File: config.mk
export PLATFORM = sky130hd
export DESIGN_NAME = rv_imem_encoder
export DESIGN_NICKNAME = d
export VERILOG_FILES = /design/src/rtl/rv_imem_encoder.sv
export SDC_FILE = /design/constraint.sdc
export NUM_CORES = 1
export LEC_CHECK = 0
export CAP_MARGIN = 20
export CORE_AREA = 5 5 105 107
export CTS_BUF_LIST = sky130_fd_sc_hd__clkbuf_8 sky130_fd_sc_hd__clkbuf_16
export CTS_CLUSTER_SIZE = 20
export DETAILED_ROUTE_END_ITERATION = 12
export DIE_AREA = 0 0 110 112
export HOLD_SLACK_MARGIN = 0.03
export PLACE_DENSITY = 0.59
export SLEW_MARGIN = 20
export SYNTH_ARGS = -nofsm -noshare
export SYNTH_HDL_FRONTEND = slang
export SYNTH_SLANG_ARGS = --single-unit
File: constraint.sdc
create_clock -name clk -period 2.2 [get_ports clk]
set_input_delay 0.33 -clock clk [delete_from_list [all_inputs] [get_ports clk]]
set_output_delay 0.33 -clock clk [all_outputs]
set_load 0.1 [all_outputs]
File: src/rtl/rv_imem_encoder.sv
// rv_imem_encoder: packs RV32I instruction field bundles into 32-bit words
// (R/I/S/B/U/J formats chosen by opcode) and streams them into instruction
// memory at consecutive word addresses, one word every two cycles.
module rv_imem_encoder #(
   parameter int                ADDR_W    = 8,
   parameter logic [ADDR_W-1:0] BASE_ADDR = {ADDR_W{1'b0}}
) (
   input  logic              clk,
   input  logic              rst_n,
   input  logic              clear,
   input  logic              in_valid,
   output logic              in_ready,
   input  logic [6:0]        op,
   input  logic [4:0]        rd,
   input  logic [4:0]        rs1,
   input  logic [4:0]        rs2,
   input  logic [2:0]        funct3,
   input  logic [6:0]        funct7,
   input  logic [31:0]       imm,
   output logic              mem_we,
   output logic [ADDR_W-1:0] mem_addr,
   output logic [31:0]       mem_wdata,
   output logic [ADDR_W:0]   count,
   output logic              full,
   output logic              err
);

   typedef enum logic [0:0] {
      ST_IDLE  = 1'b0,
      ST_WRITE = 1'b1
   } state_t;

   // count value at which memory is completely filled
   localparam logic [ADDR_W:0]   CAPACITY = {1'b1, {ADDR_W{1'b0}}};
   localparam logic [ADDR_W-1:0] PTR_ONE  = {{(ADDR_W-1){1'b0}}, 1'b1};
   localparam logic [ADDR_W:0]   CNT_ONE  = {{ADDR_W{1'b0}}, 1'b1};

   state_t              r_state;
   logic [ADDR_W-1:0]   r_ptr;
   logic [ADDR_W:0]     r_count;
   logic                r_full;
   logic                r_err;
   logic                r_ready;
   logic                r_we;
   logic [ADDR_W-1:0]   r_addr;
   logic [31:0]         r_wdata;

   logic                w_legal;
   logic [31:0]         w_word;
   logic [ADDR_W:0]     w_count_inc;

   // Select the instruction format from the opcode and pack the fields
   always_comb begin
      w_legal = 1'b0;
      w_word  = 32'h0000_0000;
      case (op)
         7'b0000011, 7'b0010011, 7'b1100111: begin
            w_legal = 1'b1;
            w_word  = {imm[11:0], rs1, funct3, rd, op};
         end
         7'b0100011: begin
            w_legal = 1'b1;
            w_word  = {imm[11:5], rs2, rs1, funct3, imm[4:0], op};
         end
         7'b0110011: begin
            w_legal = 1'b1;
            w_word  = {funct7, rs2, rs1, funct3, rd, op};
         end
         7'b1100011: begin
            w_legal = 1'b1;
            w_word  = {imm[12], imm[10:5], rs2, rs1, funct3, imm[4:1], imm[11], op};
         end
         7'b1101111: begin
            w_legal = 1'b1;
            w_word  = {imm[20], imm[10:1], imm[11], imm[19:12], rd, op};
         end
         7'b0110111, 7'b0010111: begin
            w_legal = 1'b1;
            w_word  = {imm[31:12], rd, op};
         end
         default: begin
            w_legal = 1'b0;
            w_word  = 32'h0000_0000;
         end
      endcase
   end

   assign w_count_inc = r_count + CNT_ONE;

   // Accept/write state machine; every output comes straight from a register
   always_ff @(posedge clk) begin
      if (!rst_n) begin
         r_state <= ST_IDLE;
         r_ptr   <= BASE_ADDR;
         r_count <= {(ADDR_W+1){1'b0}};
         r_full  <= 1'b0;
         r_err   <= 1'b0;
         r_ready <= 1'b0;
         r_we    <= 1'b0;
         r_addr  <= BASE_ADDR;
         r_wdata <= 32'h0000_0000;
      end else if (clear) begin
         // clear wins over an accept or a write completion this edge
         r_state <= ST_IDLE;
         r_ptr   <= BASE_ADDR;
         r_count <= {(ADDR_W+1){1'b0}};
         r_full  <= 1'b0;
         r_err   <= 1'b0;
         r_ready <= 1'b1;
         r_we    <= 1'b0;
      end else begin
         case (r_state)
            ST_IDLE: begin
               r_ready <= !r_full;
               if (in_valid && r_ready) begin
                  if (w_legal) begin
                     r_wdata <= w_word;
                     r_addr  <= r_ptr;
                     r_we    <= 1'b1;
                     r_ready <= 1'b0;
                     r_state <= ST_WRITE;
                  end else begin
                     // illegal opcode: flag it, write nothing, pointer unchanged
                     r_err   <= 1'b1;
                  end
               end
            end
            ST_WRITE: begin
               r_we    <= 1'b0;
               r_ptr   <= r_ptr + PTR_ONE;
               r_count <= w_count_inc;
               r_full  <= (w_count_inc == CAPACITY);
               r_ready <= (w_count_inc != CAPACITY);
               r_state <= ST_IDLE;
            end
            default: begin
               r_we    <= 1'b0;
               r_ready <= !r_full;
               r_state <= ST_IDLE;
            end
         endcase
      end
   end

   assign in_ready  = r_ready;
   assign mem_we    = r_we;
   assign mem_addr  = r_addr;
   assign mem_wdata = r_wdata;
   assign count     = r_count;
   assign full      = r_full;
   assign err       = r_err;

endmodule

==> summary.md, run 1 <==
| Metric | Value |
|---|---|
| Largest net degree at the start of global routing | 26 |
| Final worst slack | 0.197 ns |
| Period utilisation layout | 91.1% |
| Hold_buf cts | 0 |
| Setup TNS | 0 ns |
| Crit path kind | in -> reg |
| Synthesized area | approximately 0.0029 mm² |
| CTS tree | done |
| Initial Utilization | 28.9% |
| Register clock-pin slew on the reported worst setup and hold paths | 0.07 ns |
| Antenna cells | 0 |
| Distinct cell type count after synthesis | 51 |
| Clock Tree Root | clkbuf_8 |
| Die H | 112 µm |
| CTS buffer count | 9 |
| Most common cell after layout, fill and taps aside | buf_4 |
| DRT antenna net count | 0 |
| Post-Synthesis Cells | 332 |
| RSZ-0062 raised after global routing | no |
| Post-synth top area share | a little over two fifths |
| Slew HR | 59.3% |
| CTS Sinks | 62 |
| Area Growth Syn to Fin | 53.6% |
| Cell Pwr Density | 571 mW/mm² |
| Max Cap Violations | 0 |
| Core box area | 0.0100 mm² |
| Vias/cell | 5.05 |
| Async SR Flop Fraction | 0% |
| Metal2 WL | roughly 4.6 mm |
| Grt total ovfl | 0 |
| Wire length per cell | 15.7 µm |
| Row count | 37 |
| Routed WL | 9.61 mm |
| Final Skew | 0.00839 ns |
| Die ar. | 0.0123 mm² |
| Hold Fails Final Rpt | 0 |
| Htree depth | 3 |
| Ports | 121 |
| Worst slack, placed | -0.248 ns |
| Worst EP arrival | 2.28 ns |
| VDD IR max | approximately 0.24 mV |
| Drc violations | 0 |
| Vias | 3080 |
| Leak | approximately 1.7 nW |
| Least-Margin Pin Slew | 0.605 ns |
| CP Launch Type | primary input |
| Clk Latency, worst-skew pair | about 0.34 ns |
| Clock Path Buffers | 2 |
| Final nets | 540 |
| WP data required | 2.48 ns |
| DR top layer | met4 |
| Post-synthesis area per instance | roughly 9 µm² |
| Sequential area share after synthesis | 42.7% |
| Vias in the first global route | between 3000 and 4000 |
| Synth area leaders | dfxtp_1, nand2_1, nor2_1 |
| Final Wtd Congestion | 0.882 |
| Leading cell types in the layout, fill and taps excluded | buf_4, clkdlybuf4s50_1, dfxtp_1, nand2_1, nor2_1 |
| Synth warn | 0 |
| DR WL met3 | 762 µm |
| Max FO, Critical Path | 8 |
| Post-synth EDFFs | 0 |
| HP Class | reg -> reg |
| DP HPWL | roughly 7.5 mm |
| Die W | 110 µm |
| Yosys reg bits | 62 |
| DRT Pass-1 Iters | 10 |
| Port Buffers | 120 |
| Max Clock Freq | approximately 0.50 GHz |
| Tmin final | 2.00 ns |
| Fin util | between 40 and 50% |
| Layout cells sized above 1 | ~22% |
| Initial antenna violation count | 0 |
| First-pass GRT wire length | 15.7 mm |
| Crit path capture type | flip-flop |
| DRT iter0 DRCs | 196 |
| Syn_nets | 403 |
| Placed Area | 0.00424 mm² |
| Area leader, netlist | dfxtp_1 |
| Final setup viols | 0 |
| Pins Over Slew Limit | 0 |
| Total Routing Usage GR | 16.0% |
| Top_reg_cell synth | dfxtp_1 |
| Design area | 0.00446 mm² |
| WL met1 | 4.05 mm |
| Status | finished clean |
[metal layers]
layer	vias to the layer above	track usage [%]
li1	1509	-
met1	1429	19.2
met2	122	26.3
met3	20	5.33
met4	0	6.07
met5	-	0
[flip-flops by register name, summed over array words and instances, names as in the netlist]
signal	flops
count	9
err	1
full	1
in_ready	1
mem_addr	8
mem_wdata	32
mem_we	1
r_ptr	8
r_state	1
[worst paths after layout]
check / startpoint / end / slack [ns] / cells after the start
worst max-delay path: op[5] / mem_wdata[27]$_SDFFE_PN0P_ / 0.20 / 7
worst min-delay path: mem_addr[6]$_SDFFE_PN0P_ / mem_addr[6]$_SDFFE_PN0P_ / 0.46 / 2
worst max register to register: count[0]$_SDFFE_PP0P_ / in_ready$_SDFF_PN0_ / 0.51 / 5
worst min register to register: mem_addr[6]$_SDFFE_PN0P_ / mem_addr[6]$_SDFFE_PN0P_ / 0.46 / 2
[cells by family after synthesis]
group	synth area share, %
AO/OA/AOI/OAI	27.0
XOR/XNOR	3.62
adder cells (fa/ha/maj)	1.29
buffers and inverters	4.91
flip-flops	42.7
multiplexers	1.42
AND/OR/NAND/NOR	19.0
[power breakdown]
| group | switching (W) | internal (W) | total, W |
|---|---|---|---|
| clock | 0.000455 | 0.000664 | 0.00112 |
| combinational | 0.000137 | 0.000163 | 0.000300 |
| sequential | 0.00000353 | 0.00113 | 0.00113 |
| total | 0.000596 | 0.00195 | 0.00255 |
[stage by stage]
stage / total power [W] / instances / hold slack (ns)
after floorplan: 0.00127 / 332 / 0.446
after global placement: 0.00146 / 594 / 0.449
after detailed placement: 0.00146 / 594 / 0.456
after CTS: 0.00260 / 610 / 0.469
after global routing: 0.00266 / 610 / 0.483
final: 0.00255 / 610 / 0.462
[cells in the mapped netlist, types with 8 or more instances]
master / count
dfxtp_1: 62
xor2_1: 8
a221oi_1: 12
o21ai_0: 23
or3_1: 8
o2bb2ai_1: 13
a21boi_0: 13
a222oi_1: 10
nor2_1: 33
a21oi_1: 18
clkbuf_1: 9
nand2_1: 34
[critical path: stages]
cell,delay [ns]
clkdlybuf4s50_1,0.70
and2b_1,0.21
buf_4,0.13
o21ai_0,0.10
a21oi_1,0.48
a222oi_1,0.16
o2bb2ai_1,0.16
[cell type report]
class / count / area (µm²)
clock buffers: 10 / 138
clock inverters: 6 / 85.1
fillers: 1020 / 5580
inverters: 6 / 22.5
multi-input cells: 244 / 1530
flip-flops and latches: 62 / 1240
well taps: 136 / 170
repair buffers: 146 / 1280
[what timing repair did]
| item | 4_1_cts | 5_1_grt |
|---|---|---|
| endpoints found under the setup margin | 0 | 8 |
| endpoints found under the hold margin | 0 | 0 |
| buffers inserted | 0 | 0 |
| gates resized for setup | 0 | 1 |
No activity file was read; power rests on OpenSTA's default activity.
==> run 2: changes to the inputs <==
- CORE_AREA: 5 5 105 107 -> 2 2 102 104
- DIE_AREA: 0 0 110 112 -> 0 0 104 106
- SETUP_SLACK_MARGIN: unset -> 0.5
==> summary.md, run 2 (synthesis gave the netlist of run 1 again) <==
| Metric | Value |
|---|---|
| Status | finished clean |
| Cell Pwr Density | 528 mW/mm² |
| CP max stage delay | 0.48 ns |
| Row count | 37 |
| Total Routing Usage GR | 16.8% |
| Max Cap Violations | 0 |
| Final Wtd Congestion | 0.877 |
| Reg2reg path depth | 5 |
| Final nets | roughly 550 |
| Die W | 104 µm |
| Pins Over Slew Limit | 0 |
| Leak | about 1.9 nW |
| WP buf/inv | 2 |
| Htree depth | 3 |
| Final Skew | 0.0138 ns |
| Hold slack | around 0.45 ns |
| Core box area | 0.0100 mm² |
| Wire length per cell | 15.4 µm |
| Clock Path Buffers | 2 |
| Crit-path cells | clkdlybuf4s50_1, nand3b_1, nor3_2, o21ai_1, buf_4, or3_4, a21boi_1 |
| Period utilisation layout | 75.1% |
| Drc violations | 0 |
| R2r setup slk | 0.62 ns |
| Leading cell types in the layout, fill and taps excluded | buf_4, clkdlybuf4s50_1, dfxtp_1, nand2_1, nor2_1 |
| DRT iter0 DRCs | ~180 |
| Vias in the first global route | 3067 |
| Vias/cell | 5.04 |
| Worst path slowest cell | clkdlybuf4s50_1 |
| Grt total ovfl | 0 |
| RSZ-0062 raised after global routing | yes |
| Clk Latency, worst-skew pair | 0.35 ns |
| Area Growth Syn to Fin | 60.4% |
| VDD IR max | 0.210 mV |
| Slew HR | 66.2% |
| Port Buffers | 120 |
| Max FO, Critical Path | 7 |
| Max reg flops | 32 |
| CP top delay family | simple AND/OR/NAND/NOR gates |
| CTS buffer count | 9 |
| Hold_buf cts | 0 |
| Crit path kind | in -> reg |
| Initial antenna violation count | 0 |
| Hold depth | 2 |
| Routed WL | 9.50 mm |
| Most common cell after layout, fill and taps aside | buf_4 |
| Hold Fails Final Rpt | 0 |
| Clock Tree Root | clkbuf_8 |
| Antenna cells | 0 |
| Least-Margin Pin Slew | 0.505 ns |
| Fillers | 1028 |
| Crit path capture type | flip-flop |
| Min-Delay Endpoint | mem_wdata[6]$_SDFFE_PN0P_ |
| Vias | approximately 3100 |
| WP data required | 2.48 ns |
| Hold path startpoint | mem_wdata[6]$_SDFFE_PN0P_ |
| CP Launch Type | primary input |
| HP Class | reg -> reg |
| Final setup viols | 0 |
| First-pass GRT wire length | 14.9 mm |
| Initial Utilization | 29.1% |
| Tot Pwr | 0.00246 W |
| CTS Sinks | 62 |
| R2R Path Start | count[0]$_SDFFE_PP0P_ |
| DP HPWL | 7.01 mm |
| Max Clock Freq | 0.605 GHz |
| Worst EP arrival | 1.93 ns |
| DRT Pass-1 Iters | 5 |
| Die ar. | 0.0110 mm² |
| Ports | 121 |
| Layout cells sized above 1 | 29.4% |
| DRT antenna net count | 0 |
| Tmin final | ~1.7 ns |
| R2R Path End | in_ready$_SDFF_PN0_ |
| Die H | approximately 110 µm |
| Register clock-pin slew on the reported worst setup and hold paths | 0.07 ns |
| Largest net degree at the start of global routing | 26 |
| CTS tree | done |
run 2: cell types whose count changed in the layout (fill, tap and decap cells not counted), sizes merged:
cell	before	now
clkinv	2	3
clkinvlp	2	0
buf	79	85
dlygate4sd2	0	3
clkbuf	10	11
bufinv	2	1
dlymetal6s2s	0	2
clkdlybuf4s50	67	62
inv	6	7
run 2: timing repair:
item                       in CTS  in global routing
buffers inserted                2                  2
resized for setup              14                 28
gates cloned                    0                  1
setup endpoints to repair      34                 38
pin swaps                       1                  5
run 2: power by group:
group / switching [W] / total [W] / internal [W]
clock network: 0.000447 / 0.00102 / 0.000575
logic: 0.000147 / 0.000314 / 0.000167
registers: 0.00000281 / 0.00112 / 0.00112
total: 0.000597 / 0.00246 / 0.00186
run 2: final cells by class:
cell class	instances	area, µm²	area share [%]
repair buffers	152	1350	28.9
clock buffers	11	151	3.25
flip-flops and latches	62	1270	27.2
multi-input cells	244	1650	35.5
inverters	6	22.5	0.483
well taps	136	170	3.65
clock inverters	5	48.8	1.05
run 2: routing by layer:
layer  vias to the layer above  GRT usage, %  part of all wire [%]
met5                         -             0                     0
met4                         0          7.34                   2.4
met3                        20          6.01                   7.9
met2                       127          28.7                    49
met1                      1436          18.9                    41
li1                       1523             -                     -
run 2: through the flow:
step                std cells   TNS, ns  area, µm²  setup WS, ns  util (%)
floorplan                 332         0       2940         0.495         -
global placement          595         0       4270        0.0290      42.7
finish                    616         0       4660         0.547      46.6
global route              616         0       4660         0.498      46.6
detailed placement        595  -0.00401       4270      -0.00401      42.7
CTS                       613         0       4520         0.469      45.2
run 2: worst max path at each step:
stage	start	to	depth (start not counted)
after detailed placement	op[5]	mem_wdata[15]$_SDFFE_PN0P_	7
after floorplan	op[3]	mem_wdata[22]$_SDFFE_PN0P_	8
final	in_valid	mem_wdata[3]$_SDFFE_PN0P_	7
after global routing	op[0]	mem_wdata[20]$_SDFFE_PN0P_	7
after CTS	op[6]	mem_addr[1]$_SDFFE_PN0P_	9
after global placement	op[6]	mem_wdata[14]$_SDFFE_PN0P_	6
run 2: tightest hold or removal path, stage by stage, from the launching register on:
cell,delay (ns)
dfxtp_1,0.31
nand2_1,0.05
a21boi_1,0.05
==> run 3: changes to the inputs <==
- PLACE_DENSITY: 0.59 -> 0.61
- clock period: 2.2 -> 1.4 ns (I/O delays scaled with it)
==> summary.md, run 3 (synthesis gave the netlist of run 1 again) <==
| Metric | Value |
|---|---|
| Status | finished with violations |
| Pins Over Slew Limit | 0 |
| Core box area | 0.0100 mm² |
| Placed insts | roughly 630 |
| Final Skew | 0.00684 ns |
| Hold Fails Final Rpt | 0 |
| Fin cells | 680 |
| HP Class | in -> reg |
| Ports | 121 |
| Drc violations | 0 |
| Clock Tree Root | clkbuf_8 |
| CTS Sinks | 62 |
| Met2 usage | 33.7% |
| Htree depth | 3 |
| R2R Path Start | count[0]$_SDFFE_PP0P_ |
| WP data required | 1.63 ns |
| Design area | slightly above 0.006 mm² |
| Grt total ovfl | 0 |
| Initial antenna violation count | 0 |
| Placed Area | 0.00533 mm² |
| Port Buffers | 120 |
| Worst Setup SP | count[0]$_SDFFE_PP0P_ |
| Slew HR | approximately three quarters |
| Layout cells sized above 1 | 54.0% |
| Clock Path Buffers | 2 |
| Cell Pwr Density | 617 mW/mm² |
| VDD IR max | 0.469 mV |
| Antenna cells | 0 |
| DP HPWL | 7.68 mm |
| CTS buffer count | 9 |
| Final nets | 610 |
| Worst EP arrival | 1.78 ns |
| DRT antenna net count | 0 |
| CP Launch Type | flip-flop |
| Die ar. | about 0.011 mm² |
| Area Growth Syn to Fin | 115% |
| Met1 usage | 22.1% |
| Crit path kind | reg -> reg |
| CTS tree | done |
| Leading cell types in the layout, fill and taps excluded | buf_4, clkdlybuf4s50_1, buf_12, dfxtp_2, nor2_1 |
| Vias/cell | 5.08 |
| Leak | ~2.4 nW |
| Largest net degree at the start of global routing | 24 |
| Clk Latency, worst-skew pair | 0.34 ns |
| Die W | 104 µm |
| M3 GR Usage | 5.58% |
| Hold slack | 0.367 ns |
| Final worst slack | -0.148 ns |
| Fillers | 827 |
| Register clock-pin slew on the reported worst setup and hold paths | 0.07 ns |
| Wire length per cell | 16.1 µm |
| Max Cap Violations | 0 |
| Worst slack, placed | -0.635 ns |
| DRT Pass-1 Iters | 5 |
| Final Wtd Congestion | 0.857 |
| Row count | 37 |
| Max reg flops | 32 |
| Die H | 106 µm |
| DRT iter0 DRCs | 159 |
| Vias in the first global route | 3550 |
| Vias | 3453 |
| First-pass GRT wire length | 17.2 mm |
| Final setup viols | 38 |
| Crit path capture type | flip-flop |
| GRT busiest layer | met2 |
| Routed WL | 11.0 mm |
| Least-Margin Pin Slew | 0.377 ns |
| Max FO, Critical Path | 2 |
| Hold path startpoint | op[6] |
| Total Routing Usage GR | 19.4% |
| Initial Utilization | 29.1% |
| Tmin final | 1.55 ns |
| Fin util | ~62% |
| RSZ-0062 raised after global routing | yes |
| Max Clock Freq | ~0.65 GHz |
| Failing checks | setup timing |
| Period utilisation layout | 111% |
| Hold_buf cts | 0 |
[run 3: area by class of cell]
cell class	count	area [µm²]	area share, %
Clock buffer	11	163	2.61
Sequential cell	62	1360	21.7
Timing Repair Buffer	216	2650	42.4
Inverter	6	27.5	0.441
Multi-Input combinational cell	244	1850	29.6
Tap cell	136	170	2.73
Clock inverter	5	31.3	0.501
[run 3: per-stage QoR]
stage	setup TNS (ns)	power, W
after global placement	-24.36	0.00232
after global routing	-7.66	0.00400
after detailed placement	-25.25	0.00233
final	-2.21	0.00385
after floorplan	-7.13	0.00199
after CTS	-2.54	0.00387
[run 3: critical path, stage by stage (launching register included)]
cell	delay (ns)
dfxtp_4	0.36
ha_4	0.16
or4_4	0.43
a21oi_4	0.17
a32oi_2	0.13
o21a_1	0.19
[run 3: worst paths after layout]
path,endpoint,slack [ns],depth (start not counted)
worst max-delay path,in_ready$_SDFF_PN0_,-0.15,5
worst min-delay path,mem_wdata[4]$_SDFFE_PN0P_,0.37,5
worst max register to register,in_ready$_SDFF_PN0_,-0.15,5
worst min register to register,mem_addr[7]$_SDFFE_PN0P_,0.47,2
[run 3: where the power goes]
part           switching, W  internal [W]  leakage (nW)
clock              0.000724      0.000793         0.102
sequential       0.00000769       0.00174         0.534
combinational      0.000253      0.000332          1.75
total              0.000984       0.00287          2.39
[run 3: what timing repair did]
item                                    in CTS  in global routing
pin swaps                                   21                 31
resized for setup                           99                 47
endpoints found under the setup margin     115                115
setup buffers                               18                 19
gates cloned                                 2                  0
[run 3: routing by layer]
| metal | up-vias | routed length (µm) |
|---|---|---|
| met4 | 0 | 323 |
| met2 | 160 | 5530 |
| li1 | 1653 | - |
| met3 | 22 | 819 |
| met1 | 1618 | 4290 |
| met5 | - | 0 |
